## config.mk

```make
export PLATFORM = sky130hd
export DESIGN_NAME = pool_binarize
export DESIGN_NICKNAME = d
export VERILOG_FILES = /design/src/rtl/pool_binarize.sv
export SDC_FILE = /design/constraint.sdc
export NUM_CORES = 1
export LEC_CHECK = 0
export CAP_MARGIN = 20
export CORE_UTILIZATION = 30
export DETAILED_ROUTE_END_ITERATION = 10
export SKIP_CTS_REPAIR_TIMING = 1
export SLEW_MARGIN = 20
export SYNTH_ARGS = -nofsm -noshare
export SYNTH_HDL_FRONTEND = slang
export SYNTH_SLANG_ARGS = --single-unit
```

## constraint.sdc

```tcl
create_clock -name clk -period 1.63 [get_ports clk]
set_input_delay 0.326 -clock clk [delete_from_list [all_inputs] [get_ports clk]]
set_output_delay 0.326 -clock clk [all_outputs]
set_load 0.005 [all_outputs]
```

## src/rtl/pool_binarize.sv

```systemverilog
// pool_binarize
//   Thresholds a raster stream of signed pooled samples and packs the
//   resulting bits into rows. Column c of a row lands in dout[c]; each
//   completed row is presented for one cycle on ovalid.
//   Frame geometry is chosen per frame by 'state': 0 -> 12x12, 1 -> 4x4.
//   The mode (and threshold, when enabled) is captured on the first sample
//   of a frame and held until the frame's last sample is accepted.
//
//   Optional feature macro: POOL_BINARIZE_THRESH_EN
//     defined   : adds input 'thr', a per-frame signed threshold
//     undefined : threshold is the constant 0
//
// Ports
//   clk      in   clock, rising edge
//   rstn     in   asynchronous active-low reset
//   ivalid   in   din holds a sample this cycle
//   state    in   layer mode for the next frame (0 = 12x12, 1 = 4x4)
//   din      in   signed sample, raster order
//   thr      in   signed threshold (only with POOL_BINARIZE_THRESH_EN)
//   ovalid   out  one-cycle pulse, dout/row_idx/olast valid
//   dout     out  packed binary row, bits above the row width are 0
//   row_idx  out  row number of dout
//   olast    out  final row of the frame (only with ovalid)
//
// state | meaning
// ------+-----------------------------------------------------------
// IDLE  | between frames; next accepted sample starts a frame and
//       | captures mode/threshold
// RUN   | inside a frame; counters advance on each accepted sample
module pool_binarize #(
  parameter int DATA_W = 32
) (
  input  logic                     clk,
  input  logic                     rstn,
  input  logic                     ivalid,
  input  logic                     state,
  input  logic signed [DATA_W-1:0] din,
`ifdef POOL_BINARIZE_THRESH_EN
  input  logic signed [DATA_W-1:0] thr,
`endif
  output logic                     ovalid,
  output logic [11:0]              dout,
  output logic [3:0]               row_idx,
  output logic                     olast
);

  typedef enum logic {
    IDLE = 1'b0,
    RUN  = 1'b1
  } fsm_t;

  fsm_t fsm_q, fsm_d;

  logic        mode_q;
  logic [3:0]  col_q;
  logic [3:0]  row_q;
  logic [11:0] row_buf_q;
`ifdef POOL_BINARIZE_THRESH_EN
  logic signed [DATA_W-1:0] thr_q;
`endif

  logic                     cfg_load;
  logic                     mode_cur;
  logic signed [DATA_W-1:0] thr_cur;
  logic [3:0]               last_col;
  logic [3:0]               last_row;
  logic                     smp_bit;
  logic [11:0]              row_next;
  logic                     row_done;
  logic                     frame_done;

  // State register
  always_ff @(posedge clk or negedge rstn) begin
    if (!rstn) fsm_q <= IDLE;
    else       fsm_q <= fsm_d;
  end

  // Next-state logic
  always_comb begin
    fsm_d = fsm_q;
    case (fsm_q)
      IDLE: if (ivalid)     fsm_d = RUN;
      RUN:  if (frame_done) fsm_d = IDLE;
      default:              fsm_d = IDLE;
    endcase
  end

  // Output / control decode. On the frame's first sample the live inputs
  // are used directly, since the latched copies are only written that edge.
  always_comb begin
    cfg_load = (fsm_q == IDLE) && ivalid;
    mode_cur = (fsm_q == IDLE) ? state : mode_q;
`ifdef POOL_BINARIZE_THRESH_EN
    thr_cur  = (fsm_q == IDLE) ? thr : thr_q;
`else
    thr_cur  = '0;
`endif
    last_col = mode_cur ? 4'd3 : 4'd11;
    last_row = mode_cur ? 4'd3 : 4'd11;
    smp_bit  = (din >= thr_cur);
    row_next = row_buf_q;
    row_next[col_q] = smp_bit;
    row_done   = ivalid && (col_q == last_col);
    frame_done = row_done && (row_q == last_row);
  end

  // Datapath: counters, row assembly, registered outputs
  always_ff @(posedge clk or negedge rstn) begin
    if (!rstn) begin
      mode_q    <= 1'b0;
      col_q     <= 4'd0;
      row_q     <= 4'd0;
      row_buf_q <= 12'd0;
      ovalid    <= 1'b0;
      olast     <= 1'b0;
      dout      <= 12'd0;
      row_idx   <= 4'd0;
`ifdef POOL_BINARIZE_THRESH_EN
      thr_q     <= '0;
`endif
    end else begin
      ovalid <= 1'b0;
      olast  <= 1'b0;
      if (cfg_load) begin
        mode_q <= state;
`ifdef POOL_BINARIZE_THRESH_EN
        thr_q  <= thr;
`endif
      end
      if (ivalid) begin
        if (row_done) begin
          dout      <= row_next;
          row_idx   <= row_q;
          ovalid    <= 1'b1;
          olast     <= (row_q == last_row);
          // Cleared so bits from this row cannot leak into the next one
          row_buf_q <= 12'd0;
          col_q     <= 4'd0;
          row_q     <= (row_q == last_row) ? 4'd0 : row_q + 4'd1;
        end else begin
          row_buf_q <= row_next;
          col_q     <= col_q + 4'd1;
        end
      end
    end
  end

endmodule
```

# [After elaboration in Yosys (flattened, before gate mapping)]
# Index checks and enable logic that the tools add are counted.
[word_totals] register_bits=40 input_bits=36 out_inout_bits=18 wordCells=37
[op_classes] n_addsub=2 magnitude_cmp=3 n_eq_ne=2 n_mux=15 bitwise=1 reduce_logical=5
[ops] op="$ge 32x1->1 const B" n=1
[ops] op="$bwmux 12" n=1
[ops] op="$mux 12" n=1
[ops] op="$mux 4" n=3
[ops] op="$add 4x1->4 const B" n=2
[ops] op="$eq 4x4->1" n=2
[ops] op="$mux 1" n=8
[ops] op="$lt 4x5->1 const B" n=1
[ops] op="$demux 1 s4" n=1
[ops] op="$ge 4x1->1 const B" n=1
[ops] op="$logic_and 1x1->1" n=4
[ops] op="$pmux 1 s2" n=1
[ops] op="$reduce_and 2->1" n=1
[ops] op="$not 1->1" n=1

# [Longest topological paths before layout]
# Gate-level depths: netlist (run 1).
[logic_depth] ltp_word=7 mapped_depth=7 ltp_nobuf=6

# [Worst setup path before layout (run 1)]
# Ideal clock, no wire load.
[synth_path] kind="reg-to-reg" from="register col_q[0]" to="register row_idx[0]" setup_ns=0.125 t_arrival_ns=1.500 t_required_ns=1.505 setup_slack_ns=0.005 path_stages_with_launch=6 path_buffers=1 period_less_slack_ns=1.625 cell_sequence="dfrtp_1 -> ha_1 -> and4b_1 -> mux2i_2 -> buf_6 -> mux2_2"
[synth_via] elab_chain_len=3
[synth_rtl] element="from (decl)" line="55" rtl="logic [3:0] col_q;"
[synth_rtl] element="from (signal assigned)" line="142" rtl="col_q <= col_q + 4'd1;"
[synth_rtl] element="$eq 4x4->1" line="103" rtl="row_done = ivalid && (col_q == last_col);"
[synth_rtl] element="$logic_and 1x1->1" line="103"
[synth_rtl] element="$reduce_and 2->1 (no source line)"
[synth_rtl] element="to (signal assigned)" line="133" rtl="row_idx <= row_q;"
[synth_rtl] element="to (decl)" line="43" rtl="output logic [3:0] row_idx,"
# Every way passes these cells.
# A chain may end at the register's enable or synchronous reset.

# [Worst setup path after layout (run 1)]
[layout_path] from="register col_q[1]" to="register row_buf_q[0]"
[layout_via] elab_chain_len=6 elab_cells_between_ends=9 cone_classes="2 x order compare; 1 x eq/ne; 4 x mux; 2 x reduce/logical"
[layout_rtl] element="$lt 4x5->1 (not written as such) or $ge 4x1->1 (tied branches)" line="102" rtl="row_next[col_q] = smp_bit;"
[layout_rtl] element="$logic_and 1x1->1 (not written as such)" line="102"
[layout_rtl] element="$mux 1 (not written as such)" line="102"
[layout_rtl] element="$demux 1 s4" line="102"
[layout_rtl] element="$bwmux 12" line="102"
[layout_rtl] element="$mux 12 *" line="131" rtl="if (row_done) begin"
[layout_rtl] element="to (signal assigned)" line="141" rtl="row_buf_q <= row_next;"
[layout_rtl] element="to (decl)" line="57" rtl="logic [11:0] row_buf_q;"
# Mark *: on every way between the ends. The rest lies on a longest branch, timed or not.

==> results of run 1 <==
## synthesized netlist by cell type (2+ instances only)
| library cell | number |
|---|---|
| nor2_1 | 14 |
| buf_2 | 4 |
| ha_1 | 5 |
| a21oi_1 | 7 |
| dfrtp_1 | 40 |
| o21ai_0 | 15 |
| o22ai_1 | 4 |
| mux2i_1 | 3 |
| inv_1 | 16 |
| clkbuf_1 | 5 |
| mux2_2 | 5 |
| nor2b_1 | 3 |
| nand3_1 | 10 |
| a22oi_1 | 2 |
| a21boi_0 | 5 |
| nand2b_1 | 2 |
| or3b_2 | 3 |
| nand3b_1 | 4 |
| o221ai_1 | 6 |
| mux2i_2 | 2 |
| nor4_1 | 2 |
| nand2_1 | 25 |
| o21ai_1 | 5 |
## where the power goes
| part | internal, W | total (W) | switching (W) |
|---|---|---|---|
| Clock | 0.000453 | 0.000816 | 0.000363 |
| Sequential | 0.00139 | 0.00169 | 0.000295 |
| Combinational | 0.00117 | 0.00204 | 0.000863 |
| Total | 0.00302 | 0.00454 | 0.00152 |
## final cells by class
class | count | area [um2]
clock buffers | 5 | 68.8
flip-flops and latches | 40 | 1000
repair buffers | 55 | 618
fillers | 588 | 3480
clock inverters | 3 | 42.5
inverters | 16 | 60.1
well taps | 77 | 96.3
multi-input cells | 138 | 1010
## final timing paths
check                               end  slack, ps
min in group asynchronous    row_idx[3]        480
min                              mode_q        410
max in group asynchronous  row_buf_q[7]        680
max                        row_buf_q[0]        -30
min reg2reg                    dout[10]        490
max reg2reg                row_buf_q[0]        -30
## cells by family (layout without fill, tap and decap cells)
family	after synthesis	count (layout)	synth area share [%]
compound gates	50	50	15.9
xor+xnor	2	2	0.882
fa+ha+maj	5	5	3.15
buf+inv	26	79	5.55
flops	40	40	50.4
mux	10	10	5.73
simple gates	71	71	18.3
## per-stage QoR
| stage | setup TNS (ps) | util, % |
|---|---|---|
| after global routing | -1340 | 45.5 |
| final | -150 | 45.5 |
| after floorplan | 0 | - |
| after CTS | -1860 | 40.7 |
| after detailed placement | -10600 | 38.9 |
| after global placement | -10010 | 38.9 |
## routing by layer
metal | up-vias | share of wire (%) | track usage, %
met5 | - | 0 | 0
met4 | 0 | 1.1 | 3.76
met3 | 5 | 2.6 | 3.28
met2 | 26 | 44 | 18.0
met1 | 755 | 52 | 19.6
li1 | 819 | - | -
## sequential cells by signal, indices dropped and copies added, names as in the netlist
register and flops:
row_idx 4, mode_q 1, olast 1, fsm_q 1, row_buf_q 12, ovalid 1, dout 12, col_q 4
row_q 4
==> qor.yml, run 1 <==
finish:
  drive_above_1_share_pct: 30.0
  final_cell_mix: "dfrtp_1, nand2_1, clkdlybuf4s50_1, buf_4, inv_1"
  mostFrequentLayoutCell: "dfrtp_1"
  design_area_um2: 2900
  final-instance-count-excl-fill: 334
  area_delta_synth_final_pct: 46.2
  nets: 297
  diodes: 0
die:
  die-area_um2: 6950
  die_y_um: 83.4
  dieWidth_um: 83.4
  num_rows: 29
  io_pins: 54
  start_util_pct: 31.1
  coreArea_um2: 6390
synth:
  syn-num-nets: 245
  synth_area_um2: 1990
  synth.avg_cell_area_um2: 9.73
  yosysWarnings: 0
  synthCells: 204
  synth_ff_type: "dfrtp_1"
  seq_area_frac_synth_pct: 50.4
  synth_edf_count: 0
  synth-async-reset-ratio_pct: 100
  synth_area_leaders: "dfrtp_1, nand2_1, o21ai_0, ha_1, inv_1"
  synth_seq_cells: 40
  synth_cell_types: 40
  synth_area_leader_cell: "dfrtp_1"
  netlist.area_leader.share_pct: 50.4
clocking:
  root_buffer: "clkbuf_8"
  cts_tree: "yes"
  cts.sinks: 40
  clockBufferDepth: 2
  cts_made_buffers: 5
  path_clk_slew_ps: 80
  htreeDepth: 2
  clock_latency_ps: 290
detailed_routing:
  viasPerCell: 4.81
  routed_wl_um: 4520
  vias: 1605
  antenna_left: 0
  dr.first_iter.drc_count: 138
  first_pass_iters: 4
  remaining_drc_errors: 0
  wire_per_inst_um: 13.5
sta:
  finalWorstSetupSlack_ps: -30.2
  max_freq_mhz: 602
  finalSetupViolCount: 7
  min_period_over_period_pct: 102
  hold_slack_ps: 409
  period_minus_slack_ps: 1660
  slew_viol_final: 0
  hold_viol_final: 0
  maxSlewHeadroom_pct: 75.0
  clock_skew_ps: 5.28
  max_slew.worst_pin.slew_ps: 374
  grt_setup_unrepaired: "true"
setup_path:
  reg2reg_depth: 8
  critPathMaxStageDelay_ps: 370
  crit_path_end_kind: "flop"
  critPathBufInv: 3
  crit_type: "flop to flop"
  r2r-start: "col_q[1]"
  cp.required_ps: 1800
  crit_family: "buffers and inverters"
  crit_chain: "ha_2 > nor4bb_4 > mux2i_4 > buf_12 > buf_6 > clkbuf_16 > nand3_1 > o221ai_1"
  path_max_fanout: 11
  cp_num_cells: 8
  critPathLaunchType: "flop"
  crit_path_start: "col_q[1]"
  cp_data_arrival_time_ps: 1830
  cpMaxStageDelayCell: "dfrtp_1"
outcome:
  violations: "setup timing"
  status: "complete, but fails checks"
global_routing:
  grt_overflow: 0
  grtUsageTotal_pct: 13.0
  grt_pass1_wl_um: 7230
  grt_max_degree: 27
  grt_pass1_vias: 1464
  antenna_found_initial: 0
worst_hold_path:
  worstHoldPathType: "primary input to flop"
  holdPathStages: 2
  hp-start: "state"
placed_design:
  gp_congestion: 0.749
  dpl.hpwl_um: 2940
  dp.cells: 317
  postPlaceCellArea_um2: 2490
  portBuffers: 22
  dpl_worst_slack_ps: -426
pwr:
  peakVddDrop_mv: 0.680
  power_leakage_nw: 1.38
  power_density_nw_per_um2: 1560
  power_w: 0.00454
flow_run:
  drv_cap: 0
Note: power is estimated with default switching activity, not from simulation.
==> run 2: changes to the inputs <==
HOLD_SLACK_MARGIN = 0.05   (was default)
==> results of run 2 <==
No change in the layout: final DEF, timing and power equal those of run 1.
==> run 3: changes to the inputs <==
CORE_ASPECT_RATIO = 0.75   (was default)
==> run 3 against run 2 <==
The run still ends with setup timing left. Core utilization shrank 1.6 points. Worst setup slack lost 8.2 ps. Clock power shrank 1%. Clock-buffer cell count grew 1. Worst hold slack lost 330 ps. Design area shrank 4.1%. Cell count is the same. Maximum frequency shrank 0.49%. Global-route usage grew 0.56 points. Critical path depth shrank 4. Sequential power is essentially flat. Non-clock buffer count shrank 4. Critical path type unchanged.
==> qor.yml, run 3 (synthesis gave the netlist of run 1 again) <==
detailed_routing:
  routed_wl_um: 4600  # +1.8%
  remaining_drc_errors: 0  # unchanged
  wire_per_inst_um: 13.8  # +1.8%
  first_pass_iters: 4  # unchanged
  vias: 1590  # -0.93%
  viasPerCell: 4.76  # -0.93%
  antenna_left: 0  # unchanged
  dr.first_iter.drc_count: 75  # -46%
worst_hold_path:
  worstHoldPathType: "primary input to asynchronous set/reset pin"
global_routing:
  grt_overflow: 0  # unchanged
  antenna_found_initial: 0  # unchanged
  grt_pass1_wl_um: 7040  # -2.7%
  grtUsageTotal_pct: 13.5  # +0.56 points
  grt_max_degree: 41  # +52%
  grt_pass1_vias: 1447  # -1.2%
clocking:
  cts.sinks: 40  # unchanged
  path_clk_slew_ps: 80  # about the same
  htreeDepth: 2  # unchanged
  clock_latency_ps: 300  # about the same
  clockBufferDepth: 2  # unchanged
  cts_made_buffers: 5  # unchanged
  root_buffer: "clkbuf_8"
  cts_tree: "yes"
setup_path:
  crit_type: "flop to flop"
  cp.required_ps: 1820  # +20 ps
  critPathLaunchType: "flop"
  reg2reg_depth: 4  # -4
  path_max_fanout: 10  # -1
  worstReg2RegEnd: "row_q[1]"
  cp_data_arrival_time_ps: 1860  # +30 ps
  r2r-start: "fsm_q"
  r2r_slack_ps: -40  # about the same
  crit_path_end_kind: "flop"
pwr:
  power_w: 0.00451  # -0.62%
  power_leakage_nw: 1.29  # -6.1%
  power_density_nw_per_um2: 1620  # +3.6%
  peakVddDrop_mv: 0.586  # -14%
outcome:
  violations: "setup timing"
  status: "complete, but fails checks"
sta:
  grt_setup_unrepaired: "true"
  clock_skew_ps: 7.00  # +1.73 ps
  max_freq_mhz: 599  # -0.49%
  max_slew.worst_pin.slew_ps: 523  # +149 ps
  slew_viol_final: 0  # unchanged
  finalWorstSetupSlack_ps: -38.4  # -8.21 ps
  period_minus_slack_ps: 1670  # +8.21 ps
  min_period_over_period_pct: 102  # +0.50 points
  hold_viol_final: 0  # unchanged
  finalSetupViolCount: 7  # unchanged
  maxSlewHeadroom_pct: 65.1  # -9.9 points
  hold_slack_ps: 82.8  # -326 ps
placed_design:
  gp_congestion: 0.710  # -5.2%
  dp.cells: 321  # +1.3%
  postPlaceCellArea_um2: 2480  # -0.30%
  dpl.hpwl_um: 2910  # -1.3%
  portBuffers: 22  # unchanged
finish:
  fillers: 615  # +4.6%
  top_regs: "dout: 12 flops, row_buf_q: 12 flops"
  final_cell_mix: "dfrtp_1, nand2_1, buf_4, clkdlybuf4s50_1, inv_1"
  regArea_um2: 1000  # -0.12%
  multi_input_area_um2: 1010  # -0.74%
  diodes: 0  # unchanged
  nets: 293  # -1.3%
  drive_above_1_share_pct: 27.7  # -2.3 points
  area_delta_synth_final_pct: 40.3
  utilization_pct: 43.9  # -1.6 points
  final-instance-count-excl-fill: 334  # unchanged
  design_area_um2: 2790  # -4.1%
  mostFrequentLayoutCell: "dfrtp_1"
die:
  die-area_um2: 6950  # about the same
  start_util_pct: 31.3  # +0.18 points
  coreArea_um2: 6350  # -0.57%
  io_pins: 54  # unchanged
  num_rows: 25  # -14%
  die_y_um: 72.5  # -13%
  dieWidth_um: 95.9  # +15%
flow_run:
  drv_cap: 0  # unchanged
run 3: area by class of cell:
cell class	instances	area share, %
well taps	81	3.64
inverters	16	2.16
repair buffers	51	18.2
flip-flops and latches	40	35.9
multi-input cells	138	36.2
clock inverters	2	1.26
clock buffers	6	2.61
run 3: metal layers:
metal  part of all wire (%)  wire, um  GRT usage (%)
met5                      0         0              0
met4                    1.3        61           4.98
met2                     42      1950           17.2
met3                    3.6       167           3.77
met1                     53      2420           21.2
run 3: through the flow:
| stage | setup WS, ps | TNS [ps] |
|---|---|---|
| 2_1_floorplan | 5.45 | 0 |
| 3_3_place_gp | -393 | -10720 |
| 3_5_place_dp | -458 | -11780 |
| 4_1_cts | -137 | -1430 |
| 5_1_grt | -124 | -1650 |
| 6_report | -38.4 | -179 |
run 3: worst max-delay path by stage:
| stage | start | end | cells past startpoint | slack [ps] |
|---|---|---|---|---|
| finish | fsm_q | row_q[1] | 4 | -40 |
| global route | fsm_q | row_buf_q[1] | 5 | -120 |
| CTS | state | row_buf_q[8] | 6 | -140 |
| detailed placement | state | row_buf_q[8] | 6 | -460 |
| global placement | state | row_buf_q[8] | 6 | -390 |
| floorplan | col_q[0] | row_idx[0] | 5 | 5 |
run 3: report_power, final:
group | internal [W] | total [W] | switching [W] | leakage, nW
Combinational | 0.00115 | 0.00205 | 0.000902 | 0.758
Clock | 0.000455 | 0.000805 | 0.000350 | 0.0552
Sequential | 0.00139 | 0.00166 | 0.000268 | 0.480
Total | 0.00299 | 0.00451 | 0.00152 | 1.29
run 3: worst max-delay path, stage by stage, from the launching register on:
cell     delay, ps
dfrtp_1        410
mux2i_4        310
mux2i_4        360
buf_12         170
mux2_2         320
==> edit 1 (config.mk and constraints of run 3) <==
Change the parameter `DATA_W` from 32 to 16.
--- a/src/rtl/pool_binarize.sv
+++ b/src/rtl/pool_binarize.sv
@@ -30,3 +30,3 @@
 module pool_binarize #(
-  parameter int DATA_W = 32
+  parameter int DATA_W = 16
 ) (
Interface: changed (resized din); port bits go from 54 to 38. No check against the original RTL was run, so the function may have changed too.
==> edit 1 against run 3 <==
Die area fell by 0.92%. Area after synthesis fell by 0.95%. Final area fell by 6.3%. Power fell by 3.3%. Sequential cell count did not move. Worst setup slack improved by 0.080 ns. Routed wire length fell by 14%. First-iteration DRC count fell by 52%. Sequential share of layout area rose by 2.4 points. Clock power fell by 16%.
==> edit 1: results <==
export IMPL_synthMuxAreaShare_pct=9.99
export IMPL_dp_slack_ns=-0.358
export IMPL_cp_arrival_ns=1.82
export IMPL_grt_use_total_pct=12.9
export IMPL_route_met3_wl_um=154
export IMPL_maxSlewHeadroom_pct=73.1
export IMPL_synthXorXnorAreaFrac_pct=0.891
export IMPL_timing_hold_ws_ns=0.469
export IMPL_critPathMaxFanout=17
export IMPL_place_congestion=0.727
export IMPL_skew_ns=0.00385
export IMPL_synth_commonest_cells="dfrtp_1, nor2_1, nand2_1, o21ai_0, inv_1"
export IMPL_wl_per_cell_um=12.1
export IMPL_met1_usage_pct=19.1
export IMPL_synth_cell_types=31
export IMPL_dr_wl_met2_um=1700
export IMPL_hold_class="reg2reg"
export IMPL_use_met3_pct=3.46
export IMPL_drive_above_1_share_pct=19.7
export IMPL_outcome="finished clean"
export IMPL_drt_initial_drc_count=36
export IMPL_grt_pass1_vias=1410
export IMPL_vias=1513
export IMPL_cellLeakagePower_uw=0.00120
export IMPL_r2r_setup_slack_ns=0.04
export IMPL_wirelength_um=3980
export IMPL_synthAdderAreaFrac_pct=3.18
export IMPL_nNetsFinal=273
export IMPL_portBuffers=22
export IMPL_antenna_found_initial=0
export IMPL_wl_met1_um=2060
export IMPL_syn_area_per_cell_um2=9.55
export IMPL_yosysSeqAreaShare_pct=50.9
export IMPL_syn_num_nets=231
export IMPL_yosys_top_cells_area="dfrtp_1, mux2i_1, nor2_1"
export IMPL_grt_pass1_wl_um=6710
export IMPL_rr_worst_depth=7
export IMPL_switching_share_pct=34.3
export IMPL_ir_worst_vdd_mv=0.489
export IMPL_dp_hpwl_um=2630
export IMPL_dp_cells=318
export IMPL_use_met2_pct=17.6
export IMPL_synth_compound_area_share_pct=6.81
export IMPL_dr_pass1_iters=4
export IMPL_period_needed_ns=1.59
-- edit 1: changes by cell type after synthesis, sizes merged, moves of 4 or more --
cell	run 3	this run
mux2	5	1
mux2i	5	16
nand3b	4	8
nor3b	1	6
a21oi	7	3
nand2	25	19
o22ai	4	0
a21boi	6	0
nor2	14	37
o221ai	6	0
-- edit 1: area by class of cell --
| class | instances | area, um2 |
|---|---|---|
| tap | 81 | 101 |
| fill | 631 | 3710 |
| sequential | 40 | 1000 |
| clock buffer | 6 | 82.6 |
| inverter | 17 | 68.8 |
| clock inverter | 2 | 10.0 |
| timing repair buffer | 46 | 452 |
| multi-input combinational | 138 | 893 |
-- edit 1: cells by family after synthesis --
logic type / after synthesis
flops: 40
simple gates: 90
mux: 17
compound gates: 24
xor+xnor: 2
buf+inv: 28
fa+ha+maj: 5
-- edit 1: power groups by stage --
stage	combinational [uW]	sequential (uW)	clock [uW]
finish	2040	1650	677
global route	2310	1710	752
CTS	1910	1650	712
detailed placement	1890	1670	0
global placement	1860	1660	0
floorplan	1060	1670	0
==> edit 2 (settings of run 3) <==
Without the edit above. Reset style: synchronous (`rstn`), changed in 2 clocked blocks. Comments in the files are not updated.
--- a/src/rtl/pool_binarize.sv
+++ b/src/rtl/pool_binarize.sv
@@ -72,3 +72,3 @@
   // State register
-  always_ff @(posedge clk or negedge rstn) begin
+  always_ff @(posedge clk) begin
     if (!rstn) fsm_q <= IDLE;
@@ -107,3 +107,3 @@
   // Datapath: counters, row assembly, registered outputs
-  always_ff @(posedge clk or negedge rstn) begin
+  always_ff @(posedge clk) begin
     if (!rstn) begin
Behaviour: differs if rstn is asserted again (counterexample within 10 cycles, from zero or initial values and one cycle with rstn low); with rstn held inactive, the same outputs for 10 cycles.
==> edit 2 against run 3 <==
Synthesized cell count grew 2.0%. Via count down 2.2%. Area after synthesis fell by 0.44%. Sequential cell count unchanged. Final area fell by 4.7%. Routed wire length shrank 7.1%. Largest cell class unchanged. Worst setup slack better by 0.091 ns.
Power is not compared: it rests on default switching activity, and its combinational part moved more than twofold at a synthesized area within 25%.
==> edit 2: results <==
export IMPL_outcome="finished clean"
export IMPL_worst_slew_pin_slew_ns=0.608
export IMPL_rr_worst_depth=6
export IMPL_drt_initial_drc_count=39
export IMPL_vias_per_cell=4.71
export IMPL_path_delay_family="buffers and inverters"
export IMPL_syn_num_nets=249
export IMPL_synth_commonest_cells="dfxtp_1, nand2_1, o21ai_0, inv_1, mux2i_1"
export IMPL_met1_usage_pct=17.8
export IMPL_synth_top_family_by_area="compound AO/OA/AOI/OAI gates"
export IMPL_use_met3_pct=3.46
export IMPL_dp_slack_ns=-0.453
export IMPL_nNetsFinal=289
export IMPL_placed_area_mm2=0.00242
export IMPL_synth_cell_types=37
export IMPL_synthXorXnorAreaFrac_pct=2.97
export IMPL_async_flop_share_pct=0
export IMPL_n_fill_cell=632
export IMPL_finalPower_uw=1860
export IMPL_cp_arrival_ns=1.80
export IMPL_critPathMaxFanout=8
export IMPL_timing_hold_ws_ns=0.418
export IMPL_grt_max_degree=30
export IMPL_dp_cells=317
export IMPL_use_met2_pct=19.4
export IMPL_synthMuxAreaShare_pct=10.4
export IMPL_hold_class="in2reg"
export IMPL_syn_area_per_cell_um2=9.50
-- edit 2: cell types whose count changed after synthesis, sizes merged, moves of 4 or more --
cell    delta
mux2i     +12
a22o      +12
nor2      -12
clkbuf     +5
a21boi    +11
nand3      -9
o221ai     -6
nand3b     +6
dfxtp     +40
mux2       -4
dfrtp     -40
a21oi      -7
-- edit 2: area by class of cell --
class                      instances  area, um2  share of cell area [%]
multi-input combinational        137       1080                    40.6
sequential                        40        805                    30.3
timing repair buffer              48        523                    19.7
tap                               81        101                    3.82
clock buffer                       5       68.8                    2.59
inverter                          16       60.1                    2.26
clock inverter                     3       18.8                   0.707
-- edit 2: path summary, 6_finish.rpt --
check             startpoint       end
setup reg to reg       fsm_q   dout[5]
setup / recovery      ivalid   dout[5]
hold / removal         state    mode_q
hold reg to reg     dout[10]  dout[10]
-- edit 2: layer usage --
metal / share of wire (%) / wire length (um)
met1: 54 / 2310
met2: 43 / 1820
met3: 3.2 / 138
met4: 0.094 / 4
met5: 0 / 0
